<file path="src/rtl/acc_bank.sv">
// Multi-channel memory-mapped add/sub accumulator with saturating counters and sticky overflow; ACC_THRESH_EN adds THRESH/HIT/irq.
// Latency: writes land at the next posedge clk, reads are combinational and return pre-write state.
// Backpressure: none, every ce&&we access is accepted in the cycle it is presented.
module acc_bank #(
  parameter int NCH = 4,
  parameter int DW  = 32,
  parameter int CW  = 16
) (
  input  logic        clk,
  input  logic        reset,
  input  logic        ce,
  input  logic        we,
  input  logic [6:0]  addr,
  input  logic [31:0] wdata,
  output logic [31:0] rdata,
  output logic        irq
);

  localparam logic [4:0] NCH5 = 5'(NCH);

  logic [3:0]  ch;
  logic [2:0]  rsel;
  logic        ch_ok;
  logic        wr_en;
  logic [31:0] ch_rd [NCH];

  assign ch    = addr[6:3];
  assign rsel  = addr[2:0];
  assign ch_ok = ({1'b0, ch} < NCH5);
  assign wr_en = ce && we && ch_ok;

`ifdef ACC_THRESH_EN
  logic [NCH-1:0] hit_vec;
`endif

  for (genvar i = 0; i < NCH; i++) begin : g_ch
    logic [DW-1:0] acc;
    logic [CW-1:0] cnt;
    logic          sub;
    logic          sat;
    logic          ovf;
    logic          hit;
    logic [DW-1:0] sum;
    logic [DW-1:0] acc_nxt;
    logic          ov;
    logic [31:0]   rd_val;
    logic          sel;

    assign sel = wr_en && (ch == 4'(i));

    // Saturation direction follows the sign of ACC: overflow can only push
    // away from it, so a non-negative ACC clamps to +max and a negative to -min.
    always_comb begin
      sum = sub ? (acc - wdata[DW-1:0]) : (acc + wdata[DW-1:0]);
      if (sub)
        ov = (acc[DW-1] != wdata[DW-1]) && (sum[DW-1] != acc[DW-1]);
      else
        ov = (acc[DW-1] == wdata[DW-1]) && (sum[DW-1] != acc[DW-1]);
      acc_nxt = sum;
      if (ov && sat)
        acc_nxt = acc[DW-1] ? {1'b1, {(DW-1){1'b0}}} : {1'b0, {(DW-1){1'b1}}};
    end

    always_ff @(posedge clk or posedge reset) begin
      if (reset) begin
        acc <= '0;
        cnt <= '0;
        sub <= 1'b0;
        sat <= 1'b0;
        ovf <= 1'b0;
      end else if (sel) begin
        case (rsel)
          3'd0: begin
            acc <= acc_nxt;
            if (cnt != '1) cnt <= cnt + CW'(1);
            if (ov) ovf <= 1'b1;
          end
          3'd1: begin
            acc <= '0;
            cnt <= '0;
            ovf <= 1'b0;
          end
          3'd2: begin
            sub <= wdata[0];
            sat <= wdata[1];
          end
          3'd3: if (wdata[0]) ovf <= 1'b0;
          default: ;
        endcase
      end
    end

`ifdef ACC_THRESH_EN
    logic [DW-1:0] thresh;

    always_ff @(posedge clk or posedge reset) begin
      if (reset) begin
        thresh <= '0;
        hit    <= 1'b0;
      end else if (sel) begin
        case (rsel)
          3'd0: if ($signed(acc_nxt) >= $signed(thresh)) hit <= 1'b1;
          3'd1: hit <= 1'b0;
          3'd3: if (wdata[1]) hit <= 1'b0;
          3'd4: thresh <= wdata[DW-1:0];
          default: ;
        endcase
      end
    end

    assign hit_vec[i] = hit;
`else
    assign hit = 1'b0;
`endif

    always_comb begin
      rd_val = '0;
      case (rsel)
        3'd0: rd_val = 32'(acc);
        3'd1: rd_val = 32'(cnt);
        3'd2: rd_val = {30'd0, sat, sub};
        3'd3: rd_val = {30'd0, hit, ovf};
`ifdef ACC_THRESH_EN
        3'd4: rd_val = 32'(thresh);
`endif
        default: rd_val = '0;
      endcase
    end

    assign ch_rd[i] = rd_val;
  end

  always_comb begin
    rdata = '0;
    if (ce && !reset && ch_ok) begin
      for (int i = 0; i < NCH; i++)
        if (ch == 4'(i)) rdata = ch_rd[i];
    end
  end

`ifdef ACC_THRESH_EN
  always_ff @(posedge clk or posedge reset) begin
    if (reset) irq <= 1'b0;
    else       irq <= |hit_vec;
  end
`else
  assign irq = 1'b0;
`endif

endmodule

</file>
<file path="config.mk">
export PLATFORM = sky130hd
export DESIGN_NAME = acc_bank
export DESIGN_NICKNAME = d
export VERILOG_FILES = /design/src/rtl/acc_bank.sv
export SDC_FILE = /design/constraint.sdc
export NUM_CORES = 1
export LEC_CHECK = 0
export ABC_AREA = 1
export BUFFER_PORTS_ARGS = -buffer_cell sky130_fd_sc_hd__buf_2
export CAP_MARGIN = 10
export CORE_MARGIN = 5
export CORE_UTILIZATION = 32
export CTS_CLUSTER_SIZE = 20
export DETAILED_ROUTE_END_ITERATION = 6
export HOLD_SLACK_MARGIN = 0.15
export PLACE_DENSITY = 0.54
export SKIP_CTS_REPAIR_TIMING = 1
export SYNTH_ARGS = -nofsm -noshare
export SYNTH_HDL_FRONTEND = slang
export SYNTH_SLANG_ARGS = --single-unit
</file>
<file path="constraint.sdc">
create_clock -name clk -period 26.7 [get_ports clk]
set_clock_uncertainty 0.05 [all_clocks]
set_input_delay 5.34 -clock clk [delete_from_list [all_inputs] [get_ports clk]]
set_output_delay 5.34 -clock clk [all_outputs]
set_load 0.005 [all_outputs]
</file>
=== Word-level counts from Yosys, hierarchy flattened ===
Cells that the tools add are included.

* Add/subtract/negate cells: 12
* Order comparisons: 1
* Equal/unequal tests: 31
* Multiplexer cells: 46
* Reduce and logical (&&, ||, !) cells: 41

{| class="wikitable"
|+ Operator list
! operator !! count
|-
| $mux W32 || 17
|-
| $pmux W32 S4 || 4
|-
| $pmux W32 S2 || 4
|-
| $add A32 B32 Y32 || 4
|-
| $pmux W16 S2 || 4
|-
| $sub A32 B32 Y32 || 4
|-
| $add A16 B1 Y16 const B || 4
|-
| $mux W16 || 4
|-
| $ne A16 B16 Y1 const B || 4
|-
| $logic_and A1 B1 Y1 || 20
|-
| $ne A2 B2 Y1 const B || 9
|-
| $reduce_and A2 Y1 || 8
|-
| $reduce_and A4 Y1 || 4
|-
| $pmux W1 S3 || 4
|-
| $reduce_and A3 Y1 || 4
|-
| $mux W1 || 9
|-
| $eq A4 B2 Y1 const B || 2
|-
| $ne A1 B1 Y1 || 8
|-
| $eq A3 B2 Y1 const B || 2
|-
| $eq A1 B1 Y1 || 4
|-
| $eq A4 B1 Y1 const B || 1
|-
| $logic_not A4 Y1 || 1
|-
| $lt A4 B3 Y1 const B || 1
|-
| $eq A3 B1 Y1 const B || 1
|-
| 4 further kinds || 4
|}

* Bits in registers: 204
* Input port bits: 43
* Output and inout bits: 33
* Word-level logic and storage cells: 151

=== Longest topological paths before layout ===
* Depth after elaboration: 8
* Depth in mapped cells: 33
* Mapped depth without buffers: 32

=== Worst setup path after synthesis ===
No wires, ideal clock.

* Kind: in2out
* Start point: input reset
* End point: output rdata[24]
* Arrival: 11.281 ns
* Required time: 21.310 ns
* Setup slack: 10.029 ns
* Cell stages on the path: 6
* Path buffers: 1
* Path through: inv_1 nand4_1 inv_1 nand2_1 clkbuf_1 a311oi_1

* Word-level cells in the longest chain between the ends: 4

{| class="wikitable"
|+ Ends and longest elaborated chain
! what !! RTL line !! source
|-
| start: declaration || 10 || <nowiki>input logic reset,</nowiki>
|-
| $logic_not A1 Y1 || 135 || <nowiki>if (ce && !reset && ch_ok) begin</nowiki>
|-
| $logic_and A1 B1 Y1 (2 in series) || 135 ||
|-
| $mux W32 || 135 ||
|-
| end: declaration || 15 || <nowiki>output logic [31:0] rdata,</nowiki>
|}

Every way passes these cells.

=== Worst setup path after layout ===
* Start point: input addr[1]
* End point: output rdata[1]

* Word-level cells in the longest chain between the ends: 7
* Elaborated cells on any way between the ends: 13
* Classes of those cells: eq/ne: 3; mux: 9; reduce/logical: 1

{| class="wikitable"
|+ Ends and longest elaborated chain
! what !! RTL line !! source
|-
| start: declaration || 13 || <nowiki>input logic [6:0] addr,</nowiki>
|-
| $eq A3 B2 Y1, or another cell as far along || 118 || <nowiki>case (rsel)</nowiki>
|-
| $pmux W32 S4 || 118 ||
|-
| $mux W32 (3 in series) || 137 || <nowiki>if (ch == 4'(i)) rdata = ch_rd[i];</nowiki>
|-
| $mux W32 * || 137 ||
|-
| $mux W32 * || 135 ||
|}

Mark *: on every way between the ends. The rest lies on a longest branch, timed or not.

==> impl_metrics.py <==
metrics = {
    "outcome": {
        "status": "finished, final reports clean",
    },
    "clocking": {
        "clk_path_buf_depth": 3,
        "clkLatencyLatePin_ps": 580,
        "tritoncts": "done",
        "cts-root-buf": "sky130_fd_sc_hd__clkbuf_16",
        "h-tree-depth": 1,
        "clock_sink_count": 204,
        "cts.reportedPaths.clkPinSlew_ps": 60,
        "cts-buffers-inserted": 28,
    },
    "final_layout": {
        "final_design_area_no_fill_um2": 22400,
        "layout-drive-gt1-share": 0.0563,
        "p_r_area_growth_vs_syn_pct": 10.6,
        "finish.net_count": 3403,
        "multi_input_comb_area_um2": 13300,
        "fillCellCount": 7068,
        "finish.cell_count_without_fillers": 4098,
        "regArea_um2": 5100,
    },
    "logic_synthesis": {
        "synth_compound_gate_area_share": 0.195,
        "synthXorXnorAreaFrac": 0.0562,
        "post_synth_instance_area_um2": 20300,
        "synthDistinctLibCells": 63,
        "synth_cells": 3211,
        "synth-adder-area-share": 0.0836,
        "ys_ff_latch": 204,
        "dominant_combinational_cell_family_by_area_after_synthesis": "simple AND/OR/NAND/NOR gates",
        "synth_edf_count": 0,
        "yosysSeqAreaShare": 0.252,
        "synth_top_area_cell": "sky130_fd_sc_hd__dfrtp_1",
        "synth-simple-area-share": 0.324,
        "postSynthAreaPerCell_um2": 6.31,
        "synthMuxAreaShare": 0,
        "synth_top_cells_by_area": "sky130_fd_sc_hd__dfrtp_1, sky130_fd_sc_hd__nand2_1, sky130_fd_sc_hd__ha_1",
        "async_flop_share": 1.00,
        "postSynthNetCount": 3387,
        "ys.flop_type": "sky130_fd_sc_hd__dfrtp_1",
        "yosys_warnings": 0,
        "synth_top_cell_area_share": 0.252,
    },
    "power_and_ir_drop": {
        "cell_leakage_power_nw": 11.4,
        "pwr_density_cell_nw_per_um2": 43.0,
        "ir_drop_v": 0.0000521,
    },
    "setup_path": {
        "worst-setup-path-type": "input pin to primary output",
        "cp_top_delay_family": "buffers and inverters",
        "critical_path.n_buffers_inverters": 3,
        "cp_slowest_cell": "sky130_fd_sc_hd__inv_1",
        "required_ps": 21310,
        "critical-path-max-stage-delay_ps": 830,
        "cp_data_arrival_time_ps": 8290,
        "startpoint_type": "input pin",
        "worst_setup_path_end_kind": "primary output",
        "worst-path-max-fanout": 52,
        "timing.critical_path.cells": "buf_2 -> nor2_1 -> nand2_2 -> inv_1 -> nand2_1 -> o221ai_1 -> a21oi_1 -> o21ai_0 -> o21ai_0 -> a211oi_1 -> buf_2",
    },
    "floorplanning": {
        "horizontal_extent_of_the_die_um": 262,
        "placeableCoreArea_um2": 62900,
        "die_h_um": 262,
        "design.portCount": 76,
        "floorplan.rows": 92,
        "floorplan.die_area_um2": 68400,
        "initial_core_util": 0.322,
    },
    "global_route": {
        "grt_first_pass_wirelength_um": 120000,
        "antenna_found_initial": 9,
        "largest_net_degree_at_the_start_of_global_routing": 59,
        "grt_remaining_overflow": 0,
        "gr-usage-all-layers": 0.226,
        "grt_pass1_vias": 19500,
    },
    "placed_design": {
        "gpl.final_weighted_congestion": 0.975,
        "place_inst": 4043,
        "placement.io_buffers": 74,
        "dp_hpwl_um": 64000,
        "post_dp_area_um2": 21400,
    },
    "detailed_routing": {
        "route.detailed.drc": 0,
        "detail-route-antenna-nets": 0,
        "wirelength_routed_um": 79400,
        "drt_first_pass_iters": 6,
        "detailedRoute.firstIterationViolations": 2189,
        "vias_per_cell": 5.23,
        "vias": 21400,
        "route.detailed.wl_per_inst_um": 19.4,
    },
    "sta": {
        "transition_at_the_pin_with_the_smallest_max_transition_slack_ps": 1110,
        "final-setup-viol-count": 0,
        "min_period_ps": 13680,
        "achievable-frequency_mhz": 73.1,
        "final_hold_viol_count": 0,
        "post-route-period-util": 0.513,
        "grt_setup_unrepaired": "no",
        "finalMaxSlewViolations": 0,
        "maxSlewHeadroom": 0.256,
        "sum_neg_setup_slack_ps": 0,
    },
    "flow_run": {
        "timing.max_cap.violations": 0,
    },
    "min_path": {
        "min-delay-path-class": "flip-flop to flip-flop",
    },
}
cell families after synthesis:
family | Yosys count
other | 1
buffers and inverters | 464
DFF | 204
and+or+nand+nor | 1586
AOI/OAI and AO/OA | 693
xor gates and xnor gates | 130
adders and majority gates | 133
cell type report:
| type | instances | area share |
|---|---|---|
| clock buffers | 40 | 0.0365 |
| flip-flops and latches | 204 | 0.228 |
| diodes | 3 | 0.000335 |
| inverters | 361 | 0.0608 |
| clock inverters | 12 | 0.00950 |
| well taps | 846 | 0.0473 |
| multi-input cells | 2543 | 0.596 |
| repair buffers | 89 | 0.0216 |
state kept, by name, summed over array words and instances, names as in the netlist:
signal    cells
g_ch.cnt     64
g_ch.sub      4
g_ch.sat      4
g_ch.ovf      4
g_ch.acc    128
cell usage in the layout (no fill, tap or decap), types with 9 or more instances in the layout:
cell / instances
sky130_fd_sc_hd__a221oi_1: 29
sky130_fd_sc_hd__inv_1: 346
sky130_fd_sc_hd__xnor2_1: 67
sky130_fd_sc_hd__nand4_1: 36
sky130_fd_sc_hd__ha_1: 129
sky130_fd_sc_hd__a211oi_1: 19
sky130_fd_sc_hd__xor2_1: 63
sky130_fd_sc_hd__o21ai_0: 294
sky130_fd_sc_hd__nor3_1: 67
sky130_fd_sc_hd__dfrtp_1: 204
sky130_fd_sc_hd__nor4_1: 15
sky130_fd_sc_hd__clkbuf_16: 29
sky130_fd_sc_hd__nor2_2: 9
sky130_fd_sc_hd__buf_4: 15
sky130_fd_sc_hd__clkinv_1: 9
sky130_fd_sc_hd__nand2_1: 1059
sky130_fd_sc_hd__buf_2: 74
sky130_fd_sc_hd__a311oi_1: 10
sky130_fd_sc_hd__nand3_1: 100
sky130_fd_sc_hd__a21o_1: 11
sky130_fd_sc_hd__o22ai_1: 33
sky130_fd_sc_hd__a21oi_1: 212
sky130_fd_sc_hd__nor2_1: 253
sky130_fd_sc_hd__o21bai_1: 25
sky130_fd_sc_hd__a31oi_1: 12
report_power, final:
part           switching, mW  internal, mW  total, mW
sequential            0.0114         0.319      0.330
combinational          0.138        0.0653      0.203
clock                  0.159         0.269      0.428
total                  0.308         0.654      0.962
metal layers:
layer | vias up | GRT usage | wire [um] | part of all wire
met4 | 10 | 0.0781 | 3390 | 0.043
met2 | 802 | 0.329 | 32000 | 0.40
met3 | 157 | 0.0419 | 6090 | 0.077
met5 | - | 0 | 53 | 0.00067
li1 | 10600 | - | - | -
met1 | 9840 | 0.333 | 37900 | 0.48
cell usage after synthesis, drive strengths merged (29+ instances only):
cell and count:
nand2 1068, inv 352, o21ai 302, nor2 269, a21oi 212, dfrtp 204, ha 129, nand3 101
nor3 72, clkbuf 68, xnor2 67, xor2 63, nand4 36, buf 35, o22ai 33, a221oi 29
per-stage QoR:
stage	hold WS, ps	power (mW)	setup WS (ps)	util
detailed placement	447	0.535	13180	0.340
global placement	446	0.536	13160	0.340
global route	485	1.01	12900	0.356
floorplan	413	0.475	10030	-
finish	464	0.962	13020	0.356
CTS	460	0.967	13170	0.356
final timing paths:
kind / start / endpoint / slack, ps / depth (start not counted)
worst min-delay path: g_ch[2].cnt[9]$_DFFE_PP0P_ / g_ch[2].cnt[9]$_DFFE_PP0P_ / 460 / 1
worst max register to register: g_ch[1].sub$_DFFE_PP0P_ / g_ch[1].acc[14]$_DFFE_PP0P_ / 21520 / 18
max in group asynchronous: reset / g_ch[0].acc[24]$_DFFE_PP0P_ / 20020 / 4
worst min register to register: g_ch[2].cnt[9]$_DFFE_PP0P_ / g_ch[2].cnt[9]$_DFFE_PP0P_ / 460 / 1
min in group asynchronous: reset / g_ch[3].cnt[14]$_DFFE_PP0P_ / 4730 / 2
worst max-delay path: addr[1] / rdata[1] / 13020 / 11
Power figures use the tool's default switching activity.
